[src/rtl/dwb_pkg.sv]
// Shared types and constants for the data write buffer.
//   state_t : buffer control states
//   SZ_*    : access size encodings used on both the core and bridge ports
//   entry_t : one posted store {addr, size, wdata}
package dwb_pkg;

    typedef enum logic [2:0] {
        IDLE       = 3'd0,
        DRAIN_REQ  = 3'd1,
        DRAIN_WAIT = 3'd2,
        LOAD_REQ   = 3'd3,
        LOAD_WAIT  = 3'd4
    } state_t;

    localparam logic [1:0] SZ_BYTE = 2'd0;
    localparam logic [1:0] SZ_HALF = 2'd1;
    localparam logic [1:0] SZ_WORD = 2'd2;

    typedef struct packed {
        logic [31:0] addr;
        logic [1:0]  size;
        logic [31:0] wdata;
    } entry_t;

    // True while a load owns the downstream port; stores must wait.
    function automatic logic is_load_state(input state_t s);
        return (s == LOAD_REQ) || (s == LOAD_WAIT);
    endfunction

endpackage

[src/rtl/dwb_fifo.sv]
// Synchronous FIFO holding posted stores.
//   clk, reset  : clock, synchronous active-high reset
//   push        : write push_entry (ignored when full)
//   push_entry  : entry to store
//   pop         : drop the head entry (ignored when empty)
//   head        : oldest entry, valid while count != 0
//   count       : number of occupied entries (0..DEPTH)
module dwb_fifo
    import dwb_pkg::*;
#(
    parameter int DEPTH = 4,
    localparam int AW = $clog2(DEPTH),
    localparam int CW = AW + 1
) (
    input  logic          clk,
    input  logic          reset,
    input  logic          push,
    input  entry_t        push_entry,
    input  logic          pop,
    output entry_t        head,
    output logic [CW-1:0] count
);

    entry_t        mem_r [DEPTH];
    logic [AW-1:0] wr_ptr_r;
    logic [AW-1:0] rd_ptr_r;
    logic [CW-1:0] count_r;
    logic          push_ok_s;
    logic          pop_ok_s;

    assign push_ok_s = push & (count_r != CW'(DEPTH));
    assign pop_ok_s  = pop & (count_r != {CW{1'b0}});
    assign head      = mem_r[rd_ptr_r];
    assign count     = count_r;

    // Pointer and occupancy tracking; DEPTH is a power of two so pointers wrap naturally.
    always_ff @(posedge clk) begin
        if (reset) begin
            wr_ptr_r <= {AW{1'b0}};
            rd_ptr_r <= {AW{1'b0}};
            count_r  <= {CW{1'b0}};
        end else begin
            if (push_ok_s) begin
                wr_ptr_r <= wr_ptr_r + AW'(1);
            end
            if (pop_ok_s) begin
                rd_ptr_r <= rd_ptr_r + AW'(1);
            end
            case ({push_ok_s, pop_ok_s})
                2'b10:   count_r <= count_r + CW'(1);
                2'b01:   count_r <= count_r - CW'(1);
                default: count_r <= count_r;
            endcase
        end
    end

    // Entry storage; contents need no reset because count gates validity.
    always_ff @(posedge clk) begin
        if (push_ok_s) begin
            mem_r[wr_ptr_r] <= push_entry;
        end
    end

endmodule

[src/rtl/data_write_buffer.sv]
// Posted-store buffer between the core data port (s_*) and the bridge (m_*).
// Stores are acked one cycle after acceptance and drained in order; loads pass
// through only when the buffer is empty and idle. One downstream transaction
// is outstanding at a time.
//   s_req/s_wr/s_size/s_addr/s_wdata : core request
//   s_addr_ok, s_data_ok, s_rdata    : core accept / response / load data
//   m_req/m_wr/m_size/m_addr/m_wdata : bridge request
//   m_addr_ok, m_data_ok, m_rdata    : bridge accept / response / load data
module data_write_buffer
    import dwb_pkg::*;
#(
    parameter int DEPTH = 4
) (
    input  logic        clk,
    input  logic        reset,
    input  logic        s_req,
    input  logic        s_wr,
    input  logic [1:0]  s_size,
    input  logic [31:0] s_addr,
    input  logic [31:0] s_wdata,
    output logic        s_addr_ok,
    output logic        s_data_ok,
    output logic [31:0] s_rdata,
    output logic        m_req,
    output logic        m_wr,
    output logic [1:0]  m_size,
    output logic [31:0] m_addr,
    output logic [31:0] m_wdata,
    input  logic        m_addr_ok,
    input  logic        m_data_ok,
    input  logic [31:0] m_rdata
);

    localparam int CW = $clog2(DEPTH) + 1;

    state_t        state_r;
    state_t        state_nx_s;
    logic [CW-1:0] count_s;
    entry_t        head_s;
    entry_t        push_entry_s;
    logic          store_hs_s;
    logic          load_hs_s;
    logic          pop_s;
    logic          load_rsp_s;
    logic [31:0]   load_addr_r;
    logic [1:0]    load_size_r;
    logic          s_data_ok_r;
    logic [31:0]   s_rdata_r;

    assign push_entry_s = '{addr: s_addr, size: s_size, wdata: s_wdata};

    // Core-side handshake decode; space is judged on the current count, so a pop this cycle does not help.
    always_comb begin
        store_hs_s = 1'b0;
        load_hs_s  = 1'b0;
        if (reset) begin
            store_hs_s = 1'b0;
            load_hs_s  = 1'b0;
        end else begin
            store_hs_s = s_req & s_wr & (count_s < CW'(DEPTH)) & ~is_load_state(state_r);
            load_hs_s  = s_req & ~s_wr & (count_s == {CW{1'b0}}) & (state_r == IDLE);
        end
    end

    assign s_addr_ok  = store_hs_s | load_hs_s;
    assign pop_s      = (state_r == DRAIN_REQ) & m_addr_ok;
    assign load_rsp_s = (state_r == LOAD_WAIT) & m_data_ok;

    dwb_fifo #(
        .DEPTH (DEPTH)
    ) u_fifo (
        .clk        (clk),
        .reset      (reset),
        .push       (store_hs_s),
        .push_entry (push_entry_s),
        .pop        (pop_s),
        .head       (head_s),
        .count      (count_s)
    );

    // Control state register.
    always_ff @(posedge clk) begin
        if (reset) begin
            state_r <= IDLE;
        end else begin
            state_r <= state_nx_s;
        end
    end

    // Next-state logic; a load can only win in IDLE when the FIFO is empty, so it never races a drain.
    always_comb begin
        state_nx_s = state_r;
        case (state_r)
            IDLE: begin
                if (load_hs_s) begin
                    state_nx_s = LOAD_REQ;
                end else if (count_s != {CW{1'b0}}) begin
                    state_nx_s = DRAIN_REQ;
                end else begin
                    state_nx_s = IDLE;
                end
            end
            DRAIN_REQ: begin
                if (m_addr_ok) begin
                    state_nx_s = DRAIN_WAIT;
                end else begin
                    state_nx_s = DRAIN_REQ;
                end
            end
            DRAIN_WAIT: begin
                if (m_data_ok) begin
                    state_nx_s = IDLE;
                end else begin
                    state_nx_s = DRAIN_WAIT;
                end
            end
            LOAD_REQ: begin
                if (m_addr_ok) begin
                    state_nx_s = LOAD_WAIT;
                end else begin
                    state_nx_s = LOAD_REQ;
                end
            end
            LOAD_WAIT: begin
                if (m_data_ok) begin
                    state_nx_s = IDLE;
                end else begin
                    state_nx_s = LOAD_WAIT;
                end
            end
            default: state_nx_s = IDLE;
        endcase
    end

    // Bridge request fields, driven purely from registered state so they hold until m_addr_ok.
    always_comb begin
        m_req   = 1'b0;
        m_wr    = 1'b0;
        m_size  = 2'd0;
        m_addr  = 32'd0;
        m_wdata = 32'd0;
        case (state_r)
            DRAIN_REQ: begin
                m_req   = 1'b1;
                m_wr    = 1'b1;
                m_size  = head_s.size;
                m_addr  = head_s.addr;
                m_wdata = head_s.wdata;
            end
            LOAD_REQ: begin
                m_req   = 1'b1;
                m_wr    = 1'b0;
                m_size  = load_size_r;
                m_addr  = load_addr_r;
                m_wdata = 32'd0;
            end
            default: begin
                m_req   = 1'b0;
                m_wr    = 1'b0;
                m_size  = 2'd0;
                m_addr  = 32'd0;
                m_wdata = 32'd0;
            end
        endcase
    end

    // Capture the accepted load's address and size for the LOAD_REQ phase.
    always_ff @(posedge clk) begin
        if (reset) begin
            load_addr_r <= 32'd0;
            load_size_r <= 2'd0;
        end else if (load_hs_s) begin
            load_addr_r <= s_addr;
            load_size_r <= s_size;
        end
    end

    // Registered core responses: store ack one cycle after accept, load data one cycle after m_data_ok.
    always_ff @(posedge clk) begin
        if (reset) begin
            s_data_ok_r <= 1'b0;
            s_rdata_r   <= 32'd0;
        end else begin
            s_data_ok_r <= store_hs_s | load_rsp_s;
            if (load_rsp_s) begin
                s_rdata_r <= m_rdata;
            end
        end
    end

    assign s_data_ok = s_data_ok_r;
    assign s_rdata   = s_rdata_r;

endmodule

[config.mk]
export PLATFORM = sky130hd
export DESIGN_NAME = data_write_buffer
export DESIGN_NICKNAME = d
export VERILOG_FILES = /design/src/rtl/dwb_pkg.sv /design/src/rtl/dwb_fifo.sv /design/src/rtl/data_write_buffer.sv
export SDC_FILE = /design/constraint.sdc
export NUM_CORES = 1
export LEC_CHECK = 0
export ABC_CLOCK_PERIOD_IN_PS = 9900
export CORE_ASPECT_RATIO = 0.75
export CORE_MARGIN = 1.5
export CORE_UTILIZATION = 49
export CTS_CLUSTER_DIAMETER = 150
export DETAILED_ROUTE_END_ITERATION = 8
export PLACE_DENSITY = 0.74
export SETUP_SLACK_MARGIN = 0.5
export SYNTH_ARGS = -nofsm -noshare
export SYNTH_HDL_FRONTEND = slang
export SYNTH_HIERARCHICAL = 1
export SYNTH_SLANG_ARGS = --single-unit
[constraint.sdc]
create_clock -name clk -period 9.9 [get_ports clk]
set_input_delay 1.98 -clock clk [delete_from_list [all_inputs] [get_ports clk]]
set_output_delay 1.98 -clock clk [all_outputs]
set_load 0.1 [all_outputs]
==> flow_summary.json, run 1 <==
{
  "status": "finished clean",
  "cp_max_fo": 4,
  "grt_overflow": 0,
  "avgSynthCellArea_um2": 16.9,
  "row_count": 52,
  "coreArea_um2": 27100,
  "synth-seq-area-share_pct": 70.3,
  "synth.distinct_cells": 45,
  "cp_top_family": "buffers and inverters",
  "grtUsageTotal_pct": 19.7,
  "synth_top_family_by_area": "multiplexers",
  "postPlaceCellArea_um2": 15800,
  "relSlewSlack_pct": 26.9,
  "fmax_mhz": 154,
  "crit_chain": "clkdlybuf4s50_1 > nor4bb_1 > o21ai_0 > a21oi_1 > clkdlybuf4s50_1",
  "synth_edf_count": 264,
  "vias": 7471,
  "final-max-slew-violation-count": 0,
  "cts_tree": "built",
  "io_pins": 206,
  "cts_hold_buf": 0,
  "route.detailed.drc": 0,
  "fin_crit_sh_pct": 65.6,
  "wl_um": 27500,
  "antenna_found_initial": 1,
  "criticalPathCategory": "primary input to output pin",
  "grt_pass1_vias": 7650,
  "syn_to_final_growth_pct": 25.2,
  "path_buf_inv": 2,
  "ys.flop_type": "edfxtp_1",
  "nFillCells": 1946,
  "fin_nets": 1111,
  "tightest_slew_ps": 1100,
  "clock_latency_ps": 530,
  "rrSetupSlack_ps": 6490,
  "postRouteAntennaNets": 0,
  "fin_setup_tns_ps": 0,
  "design.die.area_um2": 28600,
  "cp.arrival_ps": 4510,
  "yosys.area_share.adder_pct": 0.611,
  "drive_gt1_share_pct": 16.5,
  "synthCells": 802,
  "initial_core_util_pct": 49.9,
  "fin_skew_ps": 20.6,
  "synth-compound-area-share_pct": 2.20,
  "worst_hold_path_type": "register to register",
  "clockBufferDepth": 3,
  "die_h_um": 147,
  "syn-num-nets": 912,
  "firstDrtPassIters": 5,
  "yosys.area_share.simple_pct": 7.50,
  "yosysTopAreaCellShare_pct": 58.6,
  "drt_iter0_drc": 511,
  "period_minus_slack_ps": 6490,
  "cts_repair_resize_count": 0,
  "p_per_area_nw_per_um2": 189,
  "vdd_drop_max_mv": 0.156,
  "synth_xor_area_share_pct": 0.324,
  "die_x_um": 195,
  "maxCapViolations": 0,
  "synth.most_common_cell": "edfxtp_1",
  "netlist_top_cells_count": "264 x edfxtp_1, 79 x dfxtp_1, 66 x mux4_2, 66 x nand2_1, 45 x nor2_1",
  "post_cts_buffers": 0,
  "synthArstFlopShare_pct": 0,
  "finalHoldViolations": 0,
  "clk_pin_slew_ps": 60,
  "crit_slowest_cell": "clkdlybuf4s50_1",
  "netlist_top_cells_area": "edfxtp_1 59%, dfxtp_1 12%, mux4_2 11%",
  "final-setup-viol-count": 0,
  "gp_congestion": 0.760,
  "cp-start-kind": "primary input",
  "fin_area_um2": 16900,
  "yosysTopAreaCell": "edfxtp_1",
  "cts_buffers": 34,
  "rsz0062_at_grt": "no",
  "grt_pass1_wl_um": 43700,
  "leakage_nw": 5.55,
  "dpl.hpwl_um": 16000,
  "crit_path_end_kind": "output pin",
  "ys_ff_latch": 343,
  "via_per_inst": 5.43,
  "yosys_warnings": 6,
  "worstPathRequired_ps": 7920,
  "cp_common_cell": "clkdlybuf4s50_1",
  "root_buffer": "clkbuf_16",
  "max_stage_delay_ps": 1160,
  "cts.sinks": 343,
  "n_antenna_cell": 0,
  "cts_max_level": 2,
  "wl_per_cell_um": 20.0,
  "portBuffers": 205,
  "synthMuxAreaShare_pct": 16.7,
  "grt_max_degree": 67,
  "netlist_area_um2": 13500
}
[report_power, final]
part | internal (W) | switching, W
Sequential | 0.00157 | 0.0000106
Combinational | 0.000116 | 0.000234
Clock | 0.000728 | 0.000536
Total | 0.00242 | 0.000781
[logic make-up after synthesis]
family,count (synthesis)
AND/OR/NAND/NOR,200
adder cells (fa/ha/maj),6
AO/OA/AOI/OAI,52
flip-flops,343
XOR/XNOR,5
multiplexers,135
buffers and inverters,61
[worst reg2reg max path, cell delays in order (launching register included)]
cell	delay, ps
dfxtp_1	570
nand2b_2	210
buf_4	400
o21ai_0	180
a21oi_1	210
inv_1	100
a31oi_4	260
and2_4	500
buf_4	570
[flip-flops by register name (all words and copies together), names as in the netlist, named ones only]
register,count
u_fifo/wr_ptr_r,2
u_fifo/count,3
u_fifo/mem_r,264
u_fifo/rd_ptr_r,2
load_size_r,2
s_data_ok,1
s_rdata,32
state_r,3
load_addr_r,32
[final cells by class]
type / count / area (µm²) / share of cell area, %
flip-flops and latches: 343 / 9520 / 56.2
multi-input cells: 398 / 3720 / 22.0
repair buffers: 214 / 2110 / 12.5
clock buffers: 48 / 945 / 5.58
well taps: 351 / 439 / 2.59
clock inverters: 11 / 155 / 0.916
inverters: 10 / 37.5 / 0.222
[cells in the final DEF (no fill, tap or decap), drive strengths merged, types with 5 or more instances in the layout]
cell type        n
nor2b           32
dfxtp           79
edfxtp         264
and3            33
clkinv           8
nor2            45
nand2           66
clkdlybuf4s50  204
mux2            34
clkbuf          48
a21oi           41
inv             11
ha               5
mux4            66
mux2i           35
buf             10
[layer usage]
layer  up-vias  wire [µm]  track usage (%)
met3        37       1970             4.64
li1       3433          -                -
met5         -         11                0
met2       238      12700             31.4
met4         2        424             4.50
met1      3761      12400             27.7
[per-stage QoR]
stage	power (W)	utilization, %	setup slack [ps]	std cells	hold WS, ps
4_1_cts	0.00323	62.6	3420	1375	455
6_report	0.00320	62.6	3410	1375	452
3_3_place_gp	0.00196	58.5	3440	1316	441
5_1_grt	0.00330	62.6	3190	1375	471
3_5_place_dp	0.00196	58.5	3430	1316	447
2_1_floorplan	0.00185	-	3770	802	442
[final timing paths]
path / from / cells after the start / end
setup / recovery: s_wr / 5 / s_addr_ok
hold / removal: s_rdata[15]$_SDFFE_PP0P_ / 2 / s_rdata[15]$_SDFFE_PP0P_
setup reg to reg: state_r[2]$_SDFF_PP0_ / 8 / u_fifo/mem_r[1][45]$_DFFE_PP_
hold reg to reg: s_rdata[15]$_SDFFE_PP0P_ / 2 / s_rdata[15]$_SDFFE_PP0P_
Note: power is estimated with default switching activity, not from simulation.
==> run 2, diff against run 1 <==
--- a/config.mk
+++ b/config.mk
@@ -5,13 +5,13 @@
 export SDC_FILE = /design/constraint.sdc
 export NUM_CORES = 1
 export LEC_CHECK = 0
-export ABC_CLOCK_PERIOD_IN_PS = 9900
+export ABC_CLOCK_PERIOD_IN_PS = 5510
 export CORE_ASPECT_RATIO = 0.75
 export CORE_MARGIN = 1.5
 export CORE_UTILIZATION = 49
 export CTS_CLUSTER_DIAMETER = 150
 export DETAILED_ROUTE_END_ITERATION = 8
-export PLACE_DENSITY = 0.74
+export PLACE_DENSITY = 0.76
 export SETUP_SLACK_MARGIN = 0.5
 export SYNTH_ARGS = -nofsm -noshare
 export SYNTH_HDL_FRONTEND = slang
==> constraint.sdc (replaced) <==
create_clock -name clk -period 5.51 [get_ports clk]
set_input_delay 1.102 -clock clk [delete_from_list [all_inputs] [get_ports clk]]
set_output_delay 1.102 -clock clk [all_outputs]
set_load 0.1 [all_outputs]
==> run 2 against run 1 <==
Combinational power up 79%. Wire length up 1.5%. Design area down 0.28%. Setup slack worse by 2400 ps. Register-to-register slack worse by 4900 ps. Global-route usage about the same. Count of clock-buffer cells in the layout down 2. Critical path depth down 1. Via count up 1.2%. Critical endpoint is now m_addr[3]. Clock power up 82%.
==> flow_summary.json, run 2 (synthesized netlist as in run 1, its figures left out) <==
{
  "status": "finished clean",
  "route.detailed.drc": 0,
  "p_per_area_nw_per_um2": 341,
  "sw_frac_of_total_pct": 24.2,
  "fin_setup_tns_ps": 0,
  "grt_pass1_wl_um": 43300,
  "cts_buffers": 35,
  "wl_met2_um": 13200,
  "drive_gt1_share_pct": 20.5,
  "via_per_inst": 5.48,
  "syn_to_final_growth_pct": 24.9,
  "worstPathRequired_ps": 4410,
  "cts_hold_buf": 0,
  "dr_wl_met3_um": 1770,
  "final-max-slew-violation-count": 0,
  "final_common_cell": "edfxtp_1",
  "criticalPathCategory": "register to output pin",
  "gp_congestion": 0.773,
  "relSlewSlack_pct": 28.9,
  "fmax_mhz": 222,
  "power.internal_w": 0.00437,
  "postRouteAntennaNets": 0,
  "worst_hold_path_type": "register to register",
  "root_buffer": "clkbuf_16",
  "die_h_um": 147,
  "post_cts_buffers": 0,
  "firstDrtPassIters": 5,
  "wl_per_cell_um": 20.2,
  "antenna_found_initial": 0,
  "fin_skew_ps": 28.3,
  "n_antenna_cell": 0,
  "clk_pin_slew_ps": 60,
  "p_sw_w": 0.00139,
  "cp_max_fo": 43,
  "initial_core_util_pct": 49.9,
  "final-setup-viol-count": 0,
  "holdWs_ps": 454,
  "top_layer": "met4",
  "coreArea_um2": 27100,
  "grt_pass1_vias": 7661,
  "leakage_nw": 5.64,
  "cp-start-kind": "register",
  "crit_path_end_kind": "output pin",
  "rsz0062_at_grt": "no",
  "fin_nets": 1113,
  "nFillCells": 1947,
  "design.die.area_um2": 28600,
  "grtUsageTotal_pct": 19.6,
  "finalPower_w": 0.00576,
  "grt_max_degree": 81,
  "grt_overflow": 0,
  "clock_latency_ps": 520,
  "p_seq_share_pct": 49.4,
  "fin_crit_sh_pct": 81.7,
  "maxCapViolations": 0,
  "io_pins": 206,
  "vias": 7560,
  "dpl.hpwl_um": 16700,
  "dpl.cell_count": 1317,
  "rrSetupSlack_ps": 1560,
  "largest_register_ffs": 264,
  "drt_iter0_drc": 477,
  "cts.sinks": 343,
  "cts_repair_resize_count": 0,
  "die_x_um": 195,
  "cts_max_level": 2,
  "stdcell_count": 1380,
  "portBuffers": 205,
  "clockPowerShare_pct": 39.7,
  "clockBufferDepth": 3,
  "m1WireLength_um": 12600,
  "period_minus_slack_ps": 4500,
  "final_cell_mix": "264 x edfxtp_1, 170 x clkdlybuf4s50_1, 76 x dfxtp_1",
  "combPwrFrac_pct": 10.9,
  "tightest_slew_ps": 1070,
  "row_count": 52,
  "vdd_drop_max_mv": 0.222,
  "wl_um": 27900,
  "cts_tree": "built",
  "cp.arrival_ps": 3400,
  "regMostFlops": "u_fifo/mem_r",
  "finalHoldViolations": 0
}
==> run 2: per-layer routing <==
metal,global-route usage (%),vias to the layer above
met5,0,-
met4,4.69,0
met3,3.49,34
met2,31.8,265
met1,28.0,3802
li1,-,3459
==> run 2: layout make-up <==
type                       instances  area, µm²  area share [%]
multi-input combinational        398       3720            22.0
timing repair buffer             215       2040            12.1
inverter                          10       37.5           0.222
sequential                       343       9520            56.4
tap                              351        439            2.60
clock inverter                    17        161           0.956
clock buffer                      46        968            5.74
==> run 2: final timing paths <==
| kind | startpoint | to | depth (start not counted) |
|---|---|---|---|
| hold reg to reg | s_rdata[28]$_SDFFE_PP0P_ | s_rdata[28]$_SDFFE_PP0P_ | 2 |
| setup / recovery | register | m_addr[3] | 4 |
| hold / removal | s_rdata[28]$_SDFFE_PP0P_ | s_rdata[28]$_SDFFE_PP0P_ | 2 |
| setup reg to reg | state_r[0]$_SDFF_PP0_ | u_fifo/count[2]$_SDFFE_PP0P_ | 10 |
==> run 2: power by group through the flow <==
stage          Combinational, W  Sequential, W  Clock (W)
5_1_grt                0.000654        0.00285    0.00245
3_3_place_gp           0.000622        0.00290          0
6_report               0.000626        0.00285    0.00229
2_1_floorplan          0.000424        0.00290          0
3_5_place_dp           0.000628        0.00290          0
4_1_cts                0.000631        0.00285    0.00235
==> run 2: metrics by stage <==
stage / util [%] / setup WS [ps] / instance area, µm²
final: 62.4 / 1010 / 16900
after global routing: 62.4 / 818 / 16900
after CTS: 62.4 / 924 / 16900
after detailed placement: 58.2 / 1320 / 15800
after global placement: 58.2 / 1370 / 15800
after floorplan: - / 1130 / 13500
==> run 2: critical path, stage by stage (launching register included) <==
cell and delay [ps]:
dfxtp_4 920, mux4_2 590, mux2i_1 270, nor2_1 90, clkdlybuf4s50_1 1010
==> run 3, diff against run 2 <==
--- a/config.mk
+++ b/config.mk
@@ -5,7 +5,7 @@
 export SDC_FILE = /design/constraint.sdc
 export NUM_CORES = 1
 export LEC_CHECK = 0
-export ABC_CLOCK_PERIOD_IN_PS = 5510
+export ABC_CLOCK_PERIOD_IN_PS = 3900
 export CORE_ASPECT_RATIO = 0.75
 export CORE_MARGIN = 1.5
 export CORE_UTILIZATION = 49
==> constraint.sdc (replaced) <==
create_clock -name clk -period 3.9 [get_ports clk]
set_input_delay 0.78 -clock clk [delete_from_list [all_inputs] [get_ports clk]]
set_output_delay 0.78 -clock clk [all_outputs]
set_load 0.1 [all_outputs]
==> run 3 against run 2 <==
Wire length increased by 4.5%. Combinational power is 55% higher. Setup slack lost 360 ps. Global-route usage is 1.2 points higher. Cell count up 1.4%. Critical path depth is the same. Flip-flop and latch count is the same. Clock power grew 40%. Sequential share of layout area shrank 1.9 points. Largest cell class unchanged. Die area stayed put. Via count rose by 1.1%.
==> flow_summary.json, run 3 (synthesized netlist as in run 1, its figures left out) <==
{
  "drt_iter0_drc": 499,
  "final-setup-viol-count": 0,
  "tightest_slew_ps": 990,
  "maxCapViolations": 0,
  "design.die.area_um2": 28600,
  "final-max-slew-violation-count": 0,
  "worstPathRequired_ps": 3120,
  "worst_hold_path_type": "register to register",
  "die_x_um": 195,
  "p_per_area_nw_per_um2": 469,
  "portBuffers": 205,
  "worstReg2RegStart": "u_fifo/count[2]$_SDFFE_PP0P_",
  "fin_nets": 1131,
  "row_count": 52,
  "syn_to_final_growth_pct": 29.2,
  "antenna_found_initial": 2,
  "die_h_um": 147,
  "cp-start-kind": "register",
  "cts_repair_resize_count": 0,
  "leakage_nw": 5.92,
  "gp_congestion": 0.823,
  "grt_pass1_wl_um": 46000,
  "finalHoldViolations": 0,
  "vdd_drop_max_mv": 0.351,
  "status": "finished clean",
  "firstDrtPassIters": 5,
  "rrSetupSlack_ps": 1130,
  "final_cell_mix": "264 x edfxtp_1, 135 x clkdlybuf4s50_1, 76 x dfxtp_1",
  "dpl.cell_count": 1334,
  "fin_crit_sh_pct": 83.3,
  "dpl.hpwl_um": 18500,
  "period_minus_slack_ps": 3250,
  "endpoint": "m_wdata[3]",
  "vias": 7645,
  "r2r_cells": 12,
  "route.detailed.drc": 0,
  "regMostFlops": "u_fifo/mem_r",
  "postRouteAntennaNets": 0,
  "final_common_cell": "edfxtp_1",
  "cp_max_fo": 51,
  "root_buffer": "clkbuf_16",
  "cts_buffers": 35,
  "post_cts_buffers": 1,
  "fin_util_pct": 64.5,
  "rsz0062_at_grt": "no",
  "clockBufferDepth": 3,
  "cts_tree": "built",
  "cp.arrival_ps": 2470,
  "grt_overflow": 0,
  "grt_max_degree": 52,
  "coreArea_um2": 27100,
  "initial_core_util_pct": 49.9,
  "crit_path_end_kind": "output pin",
  "fin_setup_tns_ps": 0,
  "clock_latency_ps": 530,
  "cts_hold_buf": 0,
  "relSlewSlack_pct": 33.8,
  "grtUsageTotal_pct": 20.8,
  "clk_pin_slew_ps": 60,
  "finalPower_w": 0.00820,
  "timing.hold.worst.start": "s_rdata[26]$_SDFFE_PP0P_",
  "wl_per_cell_um": 20.9,
  "rr_endpoint": "u_fifo/count[2]$_SDFFE_PP0P_",
  "largest_register_ffs": 264,
  "cts.sinks": 343,
  "wl_um": 29200,
  "fmax_mhz": 308,
  "cts_max_level": 2,
  "io_pins": 206,
  "drive_gt1_share_pct": 25.3,
  "nFillCells": 1900,
  "stdcell_count": 1399,
  "criticalPathCategory": "register to output pin",
  "via_per_inst": 5.46,
  "fin_skew_ps": 23.4,
  "grt_pass1_vias": 8028
}
run 3: changes by cell type in the layout (fill, tap and decap cells not counted), moves of 2 or more:
cell and change:
clkinv_8 -2, buf_4 +9, buf_12 +43, inv_6 +2
clkinv_1 +3, clkdlybuf4s50_1 -35, clkbuf_1 -3
run 3: stage by stage:
stage                     cell area [µm²]  hold slack (ps)  worst slack (ps)
after detailed placement            16300              447               390
after global routing                17500              478               567
after global placement              16300              441               443
final                               17500              451               650
after floorplan                     13500              442               634
after CTS                           17500              455               615
run 3: worst min path at each step:
stage                                   end  slack (ps)  cells past startpoint
2_1_floorplan  load_addr_r[28]$_SDFFE_PP0P_         440                      2
3_3_place_gp        s_rdata[1]$_SDFFE_PP0P_         440                      2
3_5_place_dp       s_rdata[14]$_SDFFE_PP0P_         450                      2
4_1_cts            s_rdata[26]$_SDFFE_PP0P_         450                      2
5_1_grt            s_rdata[23]$_SDFFE_PP0P_         480                      2
6_report           s_rdata[26]$_SDFFE_PP0P_         450                      2
run 3: report_power, final:
part / switching, W / leakage [nW] / total, W / internal, W
logic: 0.000622 / 2.35 / 0.000969 / 0.000348
registers: 0.0000312 / 3.03 / 0.00402 / 0.00399
clock network: 0.00136 / 0.538 / 0.00321 / 0.00184
total: 0.00201 / 5.92 / 0.00820 / 0.00618
run 3: per-layer routing:
metal  up-vias  global-route usage [%]  routed length, µm
li1       3495                       -                  -
met1      3843                    30.5              13500
met2       267                    32.3              13300
met3        38                    4.50               2030
met4         2                    4.61                381
met5         -                       0                  8
run 3: final cells by class:
cell class / instances / area, µm² / share of cell area (%)
sequential: 343 / 9520 / 54.5
multi-input combinational: 398 / 3730 / 21.3
timing repair buffer: 233 / 2640 / 15.1
clock buffer: 42 / 932 / 5.34
tap: 351 / 439 / 2.52
clock inverter: 21 / 163 / 0.932
inverter: 10 / 37.5 / 0.215
antenna: 1 / 2.50 / 0.0143
run 3: worst max-delay path, cell delays in order (launching register included):
cell and delay [ps]:
dfxtp_4 890, buf_4 330, mux4_2 310, and3_1 230, buf_12 180
